### src/rtl/dp_sequencer.sv
// dp_sequencer: multi-cycle ARM data-processing sequencer around an external ALU.
// Optional DP_SEQ_SHIFT_REG_EN adds register-specified shifts (READ_S state).
module dp_sequencer #(
  parameter logic [3:0] RESET_FLAGS = 4'b0000
) (
  input  logic        clk,
  input  logic        rst_n,
  input  logic        instr_valid,
  output logic        instr_ready,
  input  logic [31:0] instr,
  output logic [3:0]  rf_raddr_a,
  output logic [3:0]  rf_raddr_b,
  input  logic [31:0] rf_rdata_a,
  input  logic [31:0] rf_rdata_b,
  output logic        rf_we,
  output logic [3:0]  rf_waddr,
  output logic [31:0] rf_wdata,
  output logic [3:0]  alu_opcode,
  output logic [31:0] alu_a,
  output logic [31:0] alu_b,
  output logic        alu_carry_in,
  input  logic [31:0] alu_result,
  input  logic [3:0]  alu_nzvc,
  output logic [3:0]  flags,
  output logic        done,
  output logic        skipped,
  output logic        err
);

  typedef enum logic [2:0] {
    S_IDLE, S_READ_S, S_READ, S_EXEC, S_WB
  } state_t;

  state_t      r_state, w_next;
  logic [31:0] r_instr, r_a, r_b, r_res;
  logic [3:0]  r_nzvc, r_flags;
  logic        r_shc, r_skip, r_err;
`ifdef DP_SEQ_SHIFT_REG_EN
  logic [7:0]  r_s;
`endif

  logic        w_accept, w_cond_ok, w_regsh, w_unsup;
  logic        w_arith, w_nowr, w_shc;
  logic [31:0] w_op2;
  logic [7:0]  w_amt;
  logic        w_unused_ok;

  function automatic logic [31:0] f_ror(
    input logic [31:0] v, input logic [4:0] n);
    f_ror = (v >> n) | (v << (6'd32 - {1'b0, n}));
  endfunction

  // returns {carry, value}; amount 0 passes value and carry through
  function automatic logic [32:0] f_shift(
    input logic [31:0] v, input logic [1:0] ty,
    input logic [7:0] amt, input logic cin);
    logic [32:0] t;
    logic [31:0] r;
    t = '0;
    r = '0;
    if (amt == 8'd0) begin
      f_shift = {cin, v};
    end else begin
      case (ty)
        2'b00: begin
          t = {1'b0, v} << amt;
          f_shift = t;
        end
        2'b01: begin
          t = {v, 1'b0} >> amt;
          f_shift = {t[0], t[32:1]};
        end
        2'b10: begin
          t = $signed({v, 1'b0}) >>> amt;
          f_shift = {t[0], t[32:1]};
        end
        default: begin
          r = f_ror(v, amt[4:0]);
          f_shift = {r[31], r};
        end
      endcase
    end
  endfunction

  assign w_accept = instr_valid && (r_state == S_IDLE);
  assign w_regsh  = ~instr[25] & instr[4];
`ifdef DP_SEQ_SHIFT_REG_EN
  assign w_unsup  = 1'b0;
`else
  assign w_unsup  = w_regsh;
`endif
  assign w_nowr   = (r_instr[24:23] == 2'b10);
  assign w_arith  = (r_instr[24:22] == 3'b001) ||
                    (r_instr[24:22] == 3'b010) ||
                    (r_instr[24:22] == 3'b011) ||
                    (r_instr[24:22] == 3'b101);
  assign w_unused_ok = ^{r_instr[27:26], r_instr[4]};

  always_comb begin
    w_cond_ok = 1'b0;
    case (instr[31:28])
      4'h0: w_cond_ok = r_flags[2];
      4'h1: w_cond_ok = ~r_flags[2];
      4'h2: w_cond_ok = r_flags[0];
      4'h3: w_cond_ok = ~r_flags[0];
      4'h4: w_cond_ok = r_flags[3];
      4'h5: w_cond_ok = ~r_flags[3];
      4'h6: w_cond_ok = r_flags[1];
      4'h7: w_cond_ok = ~r_flags[1];
      4'h8: w_cond_ok = r_flags[0] & ~r_flags[2];
      4'h9: w_cond_ok = ~r_flags[0] | r_flags[2];
      4'hA: w_cond_ok = (r_flags[3] == r_flags[1]);
      4'hB: w_cond_ok = (r_flags[3] != r_flags[1]);
      4'hC: w_cond_ok = ~r_flags[2] & (r_flags[3] == r_flags[1]);
      4'hD: w_cond_ok = r_flags[2] | (r_flags[3] != r_flags[1]);
      4'hE: w_cond_ok = 1'b1;
      default: w_cond_ok = 1'b0;
    endcase
  end

  always_comb begin
    w_next = r_state;
    unique case (r_state)
      S_IDLE:
        if (w_accept && !w_unsup && w_cond_ok)
          w_next = w_regsh ? S_READ_S : S_READ;
      S_READ_S: w_next = S_READ;
      S_READ:   w_next = S_EXEC;
      S_EXEC:   w_next = S_WB;
      S_WB:     w_next = S_IDLE;
      default:  w_next = S_IDLE;
    endcase
  end

  always_comb begin
    w_op2 = r_b;
    w_shc = r_flags[0];
    w_amt = 8'd0;
    if (r_instr[25]) begin
      w_op2 = f_ror({24'd0, r_instr[7:0]}, {r_instr[11:8], 1'b0});
      w_shc = (r_instr[11:8] == 4'd0) ? r_flags[0] : w_op2[31];
    end
`ifdef DP_SEQ_SHIFT_REG_EN
    else if (r_instr[4]) begin
      {w_shc, w_op2} = f_shift(r_b, r_instr[6:5], r_s, r_flags[0]);
    end
`endif
    else if (r_instr[6:5] == 2'b11 && r_instr[11:7] == 5'd0) begin
      w_op2 = {r_flags[0], r_b[31:1]};
      w_shc = r_b[0];
    end else begin
      // LSR/ASR #0 encode a shift by 32
      w_amt = {3'd0, r_instr[11:7]};
      if (w_amt == 8'd0 && (r_instr[6:5] == 2'b01 || r_instr[6:5] == 2'b10))
        w_amt = 8'd32;
      {w_shc, w_op2} = f_shift(r_b, r_instr[6:5], w_amt, r_flags[0]);
    end
  end

  // addresses are presented one cycle ahead so data is ready when captured
  always_comb begin
    instr_ready  = (r_state == S_IDLE);
    rf_raddr_a   = 4'd0;
    rf_raddr_b   = 4'd0;
    rf_we        = 1'b0;
    rf_waddr     = 4'd0;
    rf_wdata     = 32'd0;
    alu_opcode   = 4'd0;
    alu_a        = 32'd0;
    alu_b        = 32'd0;
    alu_carry_in = 1'b0;
    unique case (r_state)
      S_IDLE:
        if (instr_valid) begin
          rf_raddr_a = w_regsh ? instr[11:8] : instr[19:16];
          rf_raddr_b = instr[3:0];
        end
      S_READ_S, S_READ: begin
        rf_raddr_a = r_instr[19:16];
        rf_raddr_b = r_instr[3:0];
      end
      S_EXEC: begin
        alu_opcode   = r_instr[24:21];
        alu_a        = r_a;
        alu_b        = w_op2;
        alu_carry_in = r_flags[0];
      end
      S_WB: begin
        rf_we    = ~w_nowr;
        rf_waddr = r_instr[15:12];
        rf_wdata = r_res;
      end
      default: ;
    endcase
  end

  assign done    = r_skip | (r_state == S_WB);
  assign skipped = r_skip;
  assign err     = r_err;
  assign flags   = r_flags;

  always_ff @(posedge clk or negedge rst_n) begin
    if (!rst_n) begin
      r_state <= S_IDLE;
      r_instr <= 32'd0;
      r_a     <= 32'd0;
      r_b     <= 32'd0;
      r_res   <= 32'd0;
      r_nzvc  <= 4'd0;
      r_shc   <= 1'b0;
      r_flags <= RESET_FLAGS;
      r_skip  <= 1'b0;
      r_err   <= 1'b0;
`ifdef DP_SEQ_SHIFT_REG_EN
      r_s     <= 8'd0;
`endif
    end else begin
      r_state <= w_next;
      r_skip  <= w_accept & ~w_unsup & ~w_cond_ok;
      r_err   <= w_accept & w_unsup;
      if (w_accept) r_instr <= instr;
`ifdef DP_SEQ_SHIFT_REG_EN
      if (r_state == S_READ_S) r_s <= rf_rdata_a[7:0];
`endif
      if (r_state == S_READ) begin
        r_a <= rf_rdata_a;
        r_b <= rf_rdata_b;
      end
      if (r_state == S_EXEC) begin
        r_res  <= alu_result;
        r_nzvc <= alu_nzvc;
        r_shc  <= w_shc;
      end
      if (r_state == S_WB && (r_instr[20] || w_nowr))
        r_flags <= w_arith ? r_nzvc
                           : {r_nzvc[3:2], r_flags[1], r_shc};
    end
  end

endmodule

### config.mk
export PLATFORM = sky130hd
export DESIGN_NAME = dp_sequencer
export DESIGN_NICKNAME = d
export VERILOG_FILES = /design/src/rtl/dp_sequencer.sv
export SDC_FILE = /design/constraint.sdc
export NUM_CORES = 1
export LEC_CHECK = 0
export ABC_AREA = 1
export CORE_ASPECT_RATIO = 0.75
export CORE_MARGIN = 1
export CORE_UTILIZATION = 40
export DETAILED_ROUTE_END_ITERATION = 7
export PLACE_DENSITY = 0.66
export SLEW_MARGIN = 20
export SYNTH_ARGS = -nofsm -noshare
export SYNTH_HDL_FRONTEND = slang
export SYNTH_SLANG_ARGS = --single-unit
### constraint.sdc
create_clock -name clk -period 3.3 [get_ports clk]
set_clock_uncertainty 0.2 [all_clocks]
set_input_delay 0.495 -clock clk [delete_from_list [all_inputs] [get_ports clk]]
set_output_delay 0.495 -clock clk [all_outputs]
set_load 0.05 [all_outputs]
==> results of run 1 <==
[through the flow]
step | hold WS, ns | worst slack, ns | utilization | cells
3_5_place_dp | 0.276 | -0.217 | 0.584 | 3314
3_3_place_gp | 0.263 | -0.219 | 0.584 | 3314
4_1_cts | 0.293 | -0.408 | 0.635 | 3367
6_report | 0.291 | -0.489 | 0.664 | 3382
5_1_grt | 0.314 | -0.536 | 0.664 | 3382
2_1_floorplan | -0.000591 | 0.00521 | - | 2492
[synthesized netlist by cell type (2+ instances only)]
master	count
ha_1	7
dfrtp_1	136
or2_2	3
buf_6	2
o31ai_1	3
nor2_2	2
buf_4	10
o21ai_0	268
and2_1	2
nor2_8	3
a22o_1	2
a22oi_1	4
nand2_1	892
o21ai_1	21
nand4_1	5
buf_2	27
a31oi_1	6
nor2_4	5
nand2_4	2
o221ai_1	2
inv_1	209
nand3_1	374
nor2_1	207
clkinv_1	3
nor3_1	5
nor4_1	2
o211ai_1	17
buf_1	27
nand2_2	2
xnor2_1	2
clkbuf_1	94
inv_2	9
a21oi_1	122
[worst min-delay path: cells and delay by family, from the launching register on]
| kind | cells | cell delay [ns] |
|---|---|---|
| flip-flops | 1 | 0.35 |
| AND/OR/NAND/NOR | 2 | 0.11 |
[registers in the layout (all words and copies together) (netlist names)]
register	count
r_a	32
r_nzvc	4
err	1
r_res	32
r_state	3
flags	4
r_instr	26
r_b	32
r_shc	1
skipped	1
[placed cells by master, fill, tap and decap left out, types with 4 or more instances in the layout]
master and count:
o21ai_0 236, nor2_2 18, nand4_1 5, nor2_1 180
clkbuf_16 22, inv_6 5, nand2_1 736, a21oi_2 13
clkinvlp_4 5, o211ai_1 17, dfrtp_2 5, a31oi_1 5
buf_6 31, inv_1 200, clkdlybuf4s50_1 139, buf_8 5
buf_12 108, nand3_2 77, a22oi_1 4, ha_1 5
a21oi_1 76, nand3_1 289, dlymetal6s2s_1 10, buf_16 4
inv_2 12, o21ai_1 31, nor3_1 5, nand3_4 8
nand2_4 22, clkinv_4 5, nand2_2 137, buf_4 264
nor2_4 16, dfrtp_1 131, o21ai_2 20, a21oi_4 33
[what timing repair did]
item                       in CTS  in global routing
setup endpoints to repair      32                 46
hold buffers                    1                  0
setup buffers                  14                 11
hold endpoints to repair       80                  0
pin swaps                      68                103
gates cloned                    7                  6
resized for setup             245                225
[routing by layer]
layer | track usage | wire length, um | up-vias
li1 | - | - | 8919
met1 | 0.587 | 32200 | 9344
met2 | 0.617 | 31800 | 1437
met3 | 0.158 | 11300 | 259
met4 | 0.165 | 3630 | 2
met5 | 0 | 14 | -
[cells by family after synthesis]
kind of cell | after synthesis | synth area share
buffers and inverters | 385 | 0.112
AND/OR/NAND/NOR | 1507 | 0.458
multiplexers | 1 | 0.000728
flip-flops | 136 | 0.248
adder cells (fa/ha/maj) | 7 | 0.00637
AO/OA/AOI/OAI | 452 | 0.172
XOR/XNOR | 4 | 0.00310
[final cells by class]
class / instances / area, um^2 / area share
Timing Repair Buffer: 570 / 6430 / 0.288
Sequential cell: 136 / 3410 / 0.153
Clock inverter: 12 / 119 / 0.00532
Clock buffer: 19 / 453 / 0.0203
Multi-Input combinational cell: 1971 / 10500 / 0.469
Inverter: 224 / 887 / 0.0397
Tap cell: 450 / 563 / 0.0252
[path summary, 6_finish.rpt]
kind                       startpoint   endpoint  slack (ns)  depth (start not counted)
setup / recovery           r_instr[7]  alu_b[20]       -0.49                         17
hold / removal                  r_shc      r_shc        0.29                          2
setup reg to reg           r_instr[7]      r_shc        0.35                         18
hold reg to reg                 r_shc      r_shc        0.29                          2
max in group asynchronous       rst_n     r_a[4]        1.71                          3
min in group asynchronous       rst_n    r_a[13]        0.44                          2
==> impl_results.md, run 1 <==
* CTS tree: yes
* Synth Instances at 2492
* Die Y at 163 um
* Final #Nets at 3062
* Final setup viols at 32
* Post-Syn Area at 0.0137 mm^2
* Fill cell count at 2898
* DIE AREA at 0.0351 mm^2
* First drt pass iteration count at 6
* Crit path largest cell delay at 0.45 ns
* Crit path required time at 2.60 ns
* Ant diodes at 0
* Detail Placement HPWL at 59200 um
* Worst skew pair latency at 0.44 ns
* Final Hold Vio Count at 0
* Slew headroom at 0.382
* 1st-iter DRT viols at 2892
* H-tree levels at 4
* Wire per inst at 23.3 um
* Vias per cell at 5.90
* Final design instance area without fill at 0.0224 mm^2
* Register area share after synthesis at 0.248
* Largest net degree at the start of global routing at 84
* DR DRC count at 0
* Hold Crit Class: reg2reg
* Post-Route WL at 78900 um
* Area Growth Syn to Fin at 62.6%
* Distinct cells, synth at 50
* Yosys top cell by area: dfrtp_1
* All-Layer GR Usage at 0.432
* Number of buffers and inverters on the critical path at 5
* Clock Sinks at 136
* Clock slew at reported path FFs at 0.06 ns
* Global-route wire length before repair at 113000 um
* CORE AREA at 0.0337 mm^2
* Via count at 20000
* Post-synth ARST share at 1.00
* Post-synth top area share at 0.248
* Tcrit/Tclk final at 1.15
* Post-route minimum period at 3.79 ns
* Synthesized flop and latch total at 136
* Total gr overflow at 0
* Cell mode on critical path: nor2_1
* Crit path cell chain: clkinv_4, ha_4, clkinv_4, buf_12, buf_16, nand2_4, o21ai_4, nand2_2, nand2_2, nor2_1, nor2_1, nor2_1, nor2_1, nand2_1, nand3_2, a21oi_4, buf_12
* Worst-Margin Slew at 0.925 ns
* Initial antenna violation count at 1
* Failing checks: setup timing
* Final WS setup at -0.489 ns
* Placed Area at 0.0197 mm^2
* Number of enable flip-flop cells after synthesis at 0
* Port buffer count at 254
* Layout cells sized above 1 at 0.287
* Number of global-route vias before repair at 18300
* CP max FO at 7
* Total CTS buffers at 17
* CTS root buffer: clkbuf_16
* Syn Area/Cell at 5.52 um^2
* IO Count at 257
* WP data arrival at 3.09 ns
* Endpoint class of the critical path: output port
* WS Path Type: reg2out
* Status: finished, violations left
* CP max stage cell: ha_4
* DRT antenna net count at 0
* Main area contributors after synthesis: dfrtp_1 25%, nand2_1 24%, nand3_1 14%
* Max_cap viols at 0
* Die width at 216 um
* Cell family with most CP delay: simple AND/OR/NAND/NOR gates
* RSZ-0062 raised after global routing: yes
* Row cnt at 58
* Net Count, Synth at 2634
* Top_reg_cell synth: dfrtp_1
* Final count of pins violating max slew at 0
* Starting Density at 0.408
* GP Congestion at 1.12
* Sum Neg Setup Slack at -13.09 ns
* Max clock buf depth at 2
* F_max at 264 MHz
* Startpoint types: flop
* Synth warnings at 0
Power of run 1 is left out: the tool's default activity adds up to more than one toggle a clock period on the data nets, which glitch-free logic cannot reach.
==> run 2: changes to the inputs <==
- CAP_MARGIN: default -> 10
- CORE_MARGIN: 1 -> 4
- REMOVE_ABC_BUFFERS: default -> 1
==> run 2 against run 1 <==
The run still ends with setup timing left; fmax up 0.70%; global-route usage down 3.0 points; register-to-register slack better by 0.07 ns; worst hold slack worse by 0.0081 ns; non-clock buffer count up 60; critical path depth down 6; count of clock-buffer cells in the layout down 1; critical path type unchanged; largest cell class unchanged; highest routed layer unchanged.
==> impl_results.md, run 2 (synthesis gave the netlist of run 1 again) <==
* Failing checks: setup timing (unchanged)
* Leading cell types in the layout, fill and taps excluded: 713 x nand2_1, 306 x buf_4, 231 x nand3_1 (was 736 x nand2_1, 289 x nand3_1, 264 x buf_4)
* Wire per inst at 23.5 um (was 23.3 um)
* Crit path cell chain: buf_6, inv_12, ha_1, xor2_1, inv_2, buf_4, o21ai_0, o21ai_0, nand2_1, a21oi_4, buf_12 (was clkinv_4, ha_4, clkinv_4, buf_12, buf_16, nand2_4, o21ai_4, nand2_2, nand2_2, nor2_1, nor2_1, nor2_1, nor2_1, nand2_1, nand3_2, a21oi_4, buf_12)
* Vias per cell at 5.87 (was 5.90)
* Slew headroom at 0.266 (was 0.382)
* Commonest non-fill, non-tap cell in the layout: nand2_1 (unchanged)
* First drt pass iteration count at 8 (was 6)
* CP max stage cell: o21ai_0 (was ha_4)
* Startpoint types: flop (unchanged)
* Endpoint class of the critical path: output port (unchanged)
* CTS root buffer: clkbuf_16 (unchanged)
* Post-route minimum period at 3.76 ns (was 3.79 ns)
* CP max FO at 10 (was 7)
* Post-Route WL at 80800 um (was 78900 um)
* 1st-iter DRT viols at 3005 (was 2892)
* Row cnt at 58 (unchanged)
* Area Growth Syn to Fin at 68.3% (was 62.6%)
* Crit path required time at 2.60 ns (about the same)
* Total CTS buffers at 17 (unchanged)
* Final Hold Vio Count at 0 (unchanged)
* Cell family with most CP delay: compound AO/OA/AOI/OAI gates (was simple AND/OR/NAND/NOR gates)
* Tcrit/Tclk final at 1.14 (was 1.15)
* Crit path largest cell delay at 0.58 ns (was 0.45 ns)
* DR DRC count at 0 (unchanged)
* IO Count at 257 (unchanged)
* DRT antenna net count at 0 (unchanged)
* All-Layer GR Usage at 0.401 (was 0.432)
* Port buffer count at 254 (unchanged)
* Final #Nets at 3124 (was 3062)
* GP Congestion at 1.07 (was 1.12)
* Clock Sinks at 136 (unchanged)
* Detail Placement HPWL at 59900 um (was 59200 um)
* RSZ-0062 raised after global routing: yes (unchanged)
* Area of the multi-input gates at 0.0110 mm^2 (was 0.0105 mm^2)
* Number of buffers and inverters on the critical path at 5 (unchanged)
* Initial antenna violation count at 1 (unchanged)
* Hold Crit Class: reg2reg (unchanged)
* Largest net degree at the start of global routing at 94 (was 84)
* Starting Density at 0.407 (was 0.408)
* Worst-Margin Slew at 1.10 ns (was 0.925 ns)
* Layout cells sized above 1 at 0.337 (was 0.287)
* Max clock buf depth at 2 (unchanged)
* F_max at 266 MHz (was 264 MHz)
* Worst skew pair latency at 0.44 ns (about the same)
* Total gr overflow at 0 (unchanged)
* Die Y at 169 um (was 163 um)
* Final WS setup at -0.463 ns (was -0.489 ns)
* Ant diodes at 0 (unchanged)
* Register area at 0.00341 mm^2 (unchanged)
* Final core utilization at 0.686 (was 0.664)
* Number of global-route vias before repair at 18100 (was 18300)
* Die width at 222 um (was 216 um)
* DIE AREA at 0.0374 mm^2 (was 0.0351 mm^2)
* Final setup viols at 32 (unchanged)
* Final count of pins violating max slew at 0 (unchanged)
* Max_cap viols at 0 (unchanged)
* CTS tree: yes (unchanged)
* WP data arrival at 3.07 ns (was 3.09 ns)
* Clock slew at reported path FFs at 0.06 ns (about the same)
* Largest regs: r_a: 32 flops, r_b: 32 flops, r_res: 32 flops (unchanged)
* Min Hold Slack at 0.283 ns (was 0.291 ns)
* H-tree levels at 4 (unchanged)
* Global-route wire length before repair at 115000 um (was 113000 um)
* CORE AREA at 0.0337 mm^2 (about the same)
* Sum Neg Setup Slack at -11.26 ns (was -13.09 ns)
* Fill cell count at 2868 (was 2898)
* Via count at 20200 (was 20000)
* Cell mode on critical path: o21ai_0 (was nor2_1)
* Status: finished, violations left (unchanged)
* WS Path Type: reg2out (unchanged)
==> run 2: changes by cell type in the layout (fill, tap and decap cells not counted), moves of 11 or more <==
cell	delta
nand3_1	-58
buf_4	+42
nand3_2	+39
a21oi_2	+23
nand2_1	-23
a21oi_4	-22
nand3_4	+19
buf_6	+18
nand2_2	+16
buf_12	-15
dlygate4sd2_1	+15
clkbuf_2	+11
o21ai_0	-11
==> run 2: metrics by stage <==
stage | std cells | cell area (um^2) | worst slack [ns]
after floorplan | 2331 | 13100 | -3.24
after global placement | 3356 | 19500 | -0.365
after detailed placement | 3356 | 19500 | -0.281
after CTS | 3412 | 21400 | -0.397
after global routing | 3444 | 23100 | -0.501
final | 3444 | 23100 | -0.463
==> run 2: layer usage <==
layer,GRT usage,share of wire
met3,0.127,0.14
met1,0.587,0.42
met5,0.0335,0.0023
met4,0.109,0.032
met2,0.566,0.40
==> run 2: worst paths after layout <==
path,start,depth (start not counted),to,slack (ns)
setup / recovery,r_instr[8],11,alu_b[29],-0.46
hold reg to reg,r_instr[16],2,r_instr[16],0.28
hold / removal,r_instr[16],2,r_instr[16],0.28
min in group asynchronous,rst_n,2,r_res[29],0.46
setup reg to reg,r_instr[8],17,r_shc,0.42
max in group asynchronous,rst_n,3,r_a[8],1.69
==> run 2: tightest hold or removal path: stages, from the launching register on <==
cell and delay [ns]:
dfrtp_1 0.34, nand2_1 0.05, nand2_1 0.06
==> run 2: layout make-up <==
class / instances / area share
timing repair inverter: 1 / 0.000324
inverter: 224 / 0.0385
clock buffer: 18 / 0.0190
timing repair buffer: 630 / 0.287
multi-input combinational: 1972 / 0.477
tap: 450 / 0.0243
clock inverter: 13 / 0.00735
sequential: 136 / 0.147
==> run 2: repair_timing <==
action                                  CTS  global route
endpoints found under the hold margin    70             0
pin swaps                                68           147
hold buffers                              1             0
endpoints found under the setup margin   58            57
buffers inserted                         22            30
cloned                                    4             6
gates resized for setup                 327           400
Power of run 2 is left out for the same reason.
==> run 3: changes to the inputs <==
- SLEW_MARGIN: 20 -> 25
==> results of run 3 <==
The final DEF is identical to that of run 2; final timing and power are the same.
Power of run 3 is left out for the same reason.
